<file path="src/rtl/instr_byte_fifo_if.sv">
// Byte-in / word-out handshake bundle for the instruction byte FIFO.
// master: pad-side feeder plus core load port (drives bytes, consumes words).
// slave:  the FIFO itself.
interface instr_byte_fifo_if;
  logic [7:0]  byte_in;
  logic        byte_valid;
  logic        byte_ready;
  logic [15:0] instr_out;
  logic        instr_valid;
  logic        instr_ready;

  modport master (
    output byte_in, byte_valid, instr_ready,
    input  byte_ready, instr_out, instr_valid
  );

  modport slave (
    input  byte_in, byte_valid, instr_ready,
    output byte_ready, instr_out, instr_valid
  );
endinterface

</file>
<file path="src/rtl/instr_byte_fifo.sv">
// Instruction byte FIFO: assembles pad bytes (low first) into 16-bit words and
// buffers them for the execute core's instruction-load port.
//
// state | meaning
// ------+---------------------------------------------------------------
// LO    | waiting for the low byte of the next word
// HI    | low byte held in low_hold, waiting for the high byte
//
// A low byte is accepted even when the FIFO is full; only the high byte
// (the actual write) stalls. byte_ready depends on registered state only.
module instr_byte_fifo #(
  parameter int DEPTH = 4,
  parameter int LVL_W = 3
) (
  input  logic             clk,
  input  logic             rst_n,
  input  logic             flush,
  instr_byte_fifo_if.slave bus,
  output logic [LVL_W-1:0] level,
  output logic             half_pending
);

  localparam int AW = LVL_W - 1;

  typedef enum logic {
    LO = 1'b0,
    HI = 1'b1
  } asm_state_t;

  asm_state_t       state;
  asm_state_t       state_nxt;
  logic [7:0]       low_hold;
  logic [15:0]      mem [DEPTH];
  logic [LVL_W-1:0] wr_ptr;
  logic [LVL_W-1:0] rd_ptr;
  logic             full;
  logic             empty;
  logic             byte_ready;
  logic             byte_acc;
  logic             push;
  logic             pop;
  logic             half_c;

  assign full  = (wr_ptr[AW] != rd_ptr[AW]) && (wr_ptr[AW-1:0] == rd_ptr[AW-1:0]);
  assign empty = (wr_ptr == rd_ptr);

  assign byte_ready = (state == LO) || !full;
  assign byte_acc   = bus.byte_valid && byte_ready;
  // flush wins over any same-cycle push or pop
  assign push       = byte_acc && (state == HI) && !flush;
  assign pop        = !empty && bus.instr_ready && !flush;

  assign bus.byte_ready  = byte_ready;
  assign bus.instr_valid = !empty;
  assign bus.instr_out   = empty ? 16'h0000 : mem[rd_ptr[AW-1:0]];
  assign level           = wr_ptr - rd_ptr;
  assign half_pending    = half_c;

  // Assembler state register
  always_ff @(posedge clk or negedge rst_n) begin
    if (!rst_n) state <= LO;
    else        state <= state_nxt;
  end

  // Assembler next-state and status output
  always_comb begin
    state_nxt = state;
    half_c    = 1'b0;
    unique case (state)
      LO: if (byte_acc) state_nxt = HI;
      HI: begin
        half_c = 1'b1;
        if (byte_acc) state_nxt = LO;
      end
      default: state_nxt = LO;
    endcase
    if (flush) state_nxt = LO;
  end

  // Low-byte holding register; a partial word is simply abandoned on flush
  always_ff @(posedge clk or negedge rst_n) begin
    if (!rst_n)                                   low_hold <= 8'h00;
    else if (byte_acc && (state == LO) && !flush) low_hold <= bus.byte_in;
  end

  // Word storage, no reset needed since instr_out is masked when empty
  always_ff @(posedge clk) begin
    if (push) mem[wr_ptr[AW-1:0]] <= {bus.byte_in, low_hold};
  end

  // Read/write pointers with one extra wrap bit for full/empty detection
  always_ff @(posedge clk or negedge rst_n) begin
    if (!rst_n) begin
      wr_ptr <= '0;
      rd_ptr <= '0;
    end else if (flush) begin
      wr_ptr <= '0;
      rd_ptr <= '0;
    end else begin
      if (push) wr_ptr <= wr_ptr + LVL_W'(1);
      if (pop)  rd_ptr <= rd_ptr + LVL_W'(1);
    end
  end

endmodule
</file>
<file path="src/flat_wrapper.sv">
// flat-port wrapper written by rule: the top's interface ports become plain ports
module instr_byte_fifo_flat 
#(
  parameter int DEPTH = 4,
  parameter int LVL_W = 3
)
  (clk, rst_n, flush, level, half_pending, bus_byte_in, bus_byte_valid, bus_instr_ready, bus_byte_ready, bus_instr_out, bus_instr_valid);
  instr_byte_fifo_if bus_i ();
  input  logic clk;
  input  logic rst_n;
  input  logic flush;
  output logic [LVL_W-1:0] level;
  output logic half_pending;
  input wire logic [$bits(bus_i.byte_in)-1:0] bus_byte_in;
  input wire logic [$bits(bus_i.byte_valid)-1:0] bus_byte_valid;
  input wire logic [$bits(bus_i.instr_ready)-1:0] bus_instr_ready;
  output wire logic [$bits(bus_i.byte_ready)-1:0] bus_byte_ready;
  output wire logic [$bits(bus_i.instr_out)-1:0] bus_instr_out;
  output wire logic [$bits(bus_i.instr_valid)-1:0] bus_instr_valid;
  assign bus_i.byte_in = bus_byte_in;
  assign bus_i.byte_valid = bus_byte_valid;
  assign bus_i.instr_ready = bus_instr_ready;
  assign bus_byte_ready = bus_i.byte_ready;
  assign bus_instr_out = bus_i.instr_out;
  assign bus_instr_valid = bus_i.instr_valid;
  instr_byte_fifo #(.DEPTH(DEPTH), .LVL_W(LVL_W)) u_core (.clk(clk), .rst_n(rst_n), .flush(flush), .bus(bus_i), .level(level), .half_pending(half_pending));
endmodule
</file>
<file path="config.mk">
export PLATFORM = sky130hd
export DESIGN_NAME = instr_byte_fifo_flat
export DESIGN_NICKNAME = d
export VERILOG_FILES = /design/src/rtl/instr_byte_fifo_if.sv /design/src/rtl/instr_byte_fifo.sv /design/src/flat_wrapper.sv
export SDC_FILE = /design/constraint.sdc
export NUM_CORES = 1
export LEC_CHECK = 0
export ABC_AREA = 1
export CAP_MARGIN = 20
export CORE_MARGIN = 8
export CORE_UTILIZATION = 40
export DETAILED_ROUTE_END_ITERATION = 12
export MAX_ROUTING_LAYER = met4
export SYNTH_ARGS = -nofsm -noshare
export SYNTH_HDL_FRONTEND = slang
export SYNTH_SLANG_ARGS = --single-unit
</file>
<file path="constraint.sdc">
create_clock -name clk -period 3.4 [get_ports clk]
set_input_delay 0.68 -clock clk [delete_from_list [all_inputs] [get_ports clk]]
set_output_delay 0.68 -clock clk [all_outputs]
set_load 0.005 [all_outputs]
</file>
==> run metrics <==
CTS Root Cell clkbuf_8; per-cell routed wire length 16.3 um; wirelength, routed 6940 um; die area 0.0117 mm2; setup violation total in the final timing report 0; Critical Path Source Type register; CP cell instances inv_1, ha_1, nand2_1, inv_1, nand3_4, inv_6, a21oi_1, clkdlybuf4s50_1; Ports 35; row cnt 33; status completed; RD Place Congestion 0.753; Slew @ Worst Pin 0.832 ns; clk sink count 79; Slew HR 44.4%; multi-input logic area 931 um2; Worst setup EP type output pin; setup TNS 0 ns; critical path arrival 2.30 ns; post-layout util 49.3%; Synth Register Bits 79; largest net degree at the start of global routing 34; Die Y 108 um; DP Cell Count 409; most frequent CP cell inv_1; commonest non-fill, non-tap cells in the layout nor2_1 (72), edfxtp_1 (64), clkdlybuf4s50_1 (34), o21ai_0 (25), dfrtp_1 (15); Post-synth EDFFs 64; RSZ-0062 raised after global routing false; Post-Syn Area 0.00340 mm2; Layout area overhead 19.1%; htree depth 3; first-pass GRT wire length 11200 um; CTS tree yes; vias per inst 4.88; Layout Cell Area excl Fill 0.00405 mm2; Routed Antenna Nets 0; Ant. Diodes 0; antenna violations before repair 0; Hold Path Depth 0; count of cell types in the netlist 26; Period Utilization, post-route 87.7%; layout cell share with drive strength beyond 1 15.3%; Clock transition at path regs 0.08 ns; worst path buffer plus inverter count 4; Synth Flop Type edfxtp_1; Fillers 734; sequential cell area 0.00230 mm2; Die Wd 108 um; Critical Path RT 2.72 ns; DR DRC count 0; Setup CP Type register to output pin; Total GRT Usage 13.1%; postcts setup bufs 0; Post-CTS Hold Buffers 0; Syn Inst Count 273; Mapped Nets 296; commonest non-fill, non-tap cell in the layout nor2_1; crit path time final 2.98 ns; Slew Viols, Final 0; total grt overflow 0; fraction of registers with async set/reset 19.0%; Lkg Pwr 1.50 nW; worst-skew pair later-pin latency 0.34 ns; drt initial violations 72; Port Buf Inserts 34; slowest CP cell clkdlybuf4s50_1; post-synthesis sequential area ratio 67.6%; pwr/cell area 544 mW/mm2; Starting Density 41.4%; min-delay worst type register to register; post-CTS sizing 0; Max Fanout on Critical Path 16; Max VDD drop 0.251 mV; Largest stage delay, worst path 0.53 ns; Detailed Place HPWL 4370 um; Power Total 2.20 mW; Placed Area 0.00383 mm2; CP Depth 8; core area 0.00822 mm2; Fmax 335 MHz; Num CTS Buffers 9; First-pass DRT Iterations 4; vias in the first global route 2199; number of synthesis warnings 0; vias 2073; syn_area_per_cell 12.5 um2; Nets 338; Max Root-Sink Buffers 2; Worst R2R Path Depth 10; final setup skew 0.00765 ns; Fin. Hold Viols 0; max-cap violations 0; kind of cell adding the most delay to the critical path buffers and inverters; fin cells 425
metal layers:
layer,wire (um),GRT usage (%),vias to the layer above
met1,3080,15.2,1007
met3,253,2.74,7
li1,-,-,1028
met5,0,-,-
met2,3490,21.3,31
met4,114,5.95,0
cell families after synthesis:
family / after synthesis / share of synthesized area [%]
AO/OA/AOI/OAI: 51 / 8.61
flip-flops: 79 / 67.6
buffers and inverters: 27 / 5.04
multiplexers: 8 / 2.65
AND/OR/NAND/NOR: 97 / 12.0
XOR/XNOR: 1 / 0.258
adder cells (fa/ha/maj): 10 / 3.90
cell type report:
cell class                 instances  area share [%]
sequential                        79            56.7
clock buffer                      11            3.49
multi-input combinational        167            23.0
clock inverter                     5            2.01
timing repair buffer              42            9.89
tap                              105            3.24
inverter                          16            1.67
synthesized netlist by cell type, types with 2 or more instances:
master,n,share of area [%]
buf_6,5,1.7
buf_2,4,0.59
o21ai_0,25,3.7
nand4_1,3,0.55
ha_1,9,3.3
edfxtp_1,64,57
nand2_2,2,0.37
inv_2,2,0.22
a21oi_2,10,2.6
nand2_1,12,1.3
a21oi_1,7,1.0
o21ai_1,9,1.3
nand3_1,5,0.74
dfrtp_1,15,11
nor2_1,72,7.9
inv_1,12,1.3
mux2_2,8,2.7
registers in the layout, summed over array words and instances (netlist names):
signal           count
u_core.low_hold      8
u_core.state         1
u_core.mem          64
u_core.wr_ptr        3
u_core.rd_ptr        3
per-stage QoR:
step / hold WS [ns] / setup WS [ns]
2_1_floorplan: 0.384 / 0.664
3_3_place_gp: 0.495 / 0.781
3_5_place_dp: 0.501 / 0.748
4_1_cts: 0.520 / 0.372
5_1_grt: 0.548 / 0.234
6_report: 0.517 / 0.418
worst paths after layout:
check | start | endpoint | slack [ns]
worst max register to register | u_core.wr_ptr[0] | u_core.mem[1][15] | 1.05
worst max-delay path | u_core.wr_ptr[0] | bus_instr_out[2] | 0.42
min in group asynchronous | rst_n | u_core.state | 0.81
worst min register to register | u_core.low_hold[6] | u_core.mem[3][6] | 0.52
worst min-delay path | u_core.low_hold[6] | u_core.mem[3][6] | 0.52
max in group asynchronous | rst_n | u_core.low_hold[1] | 2.07
where the power goes:
part | internal [mW] | switching [mW]
Clock | 0.434 | 0.334
Combinational | 0.143 | 0.163
Sequential | 1.10 | 0.0309
Total | 1.68 | 0.527
Note: power is estimated with default switching activity, not from simulation.
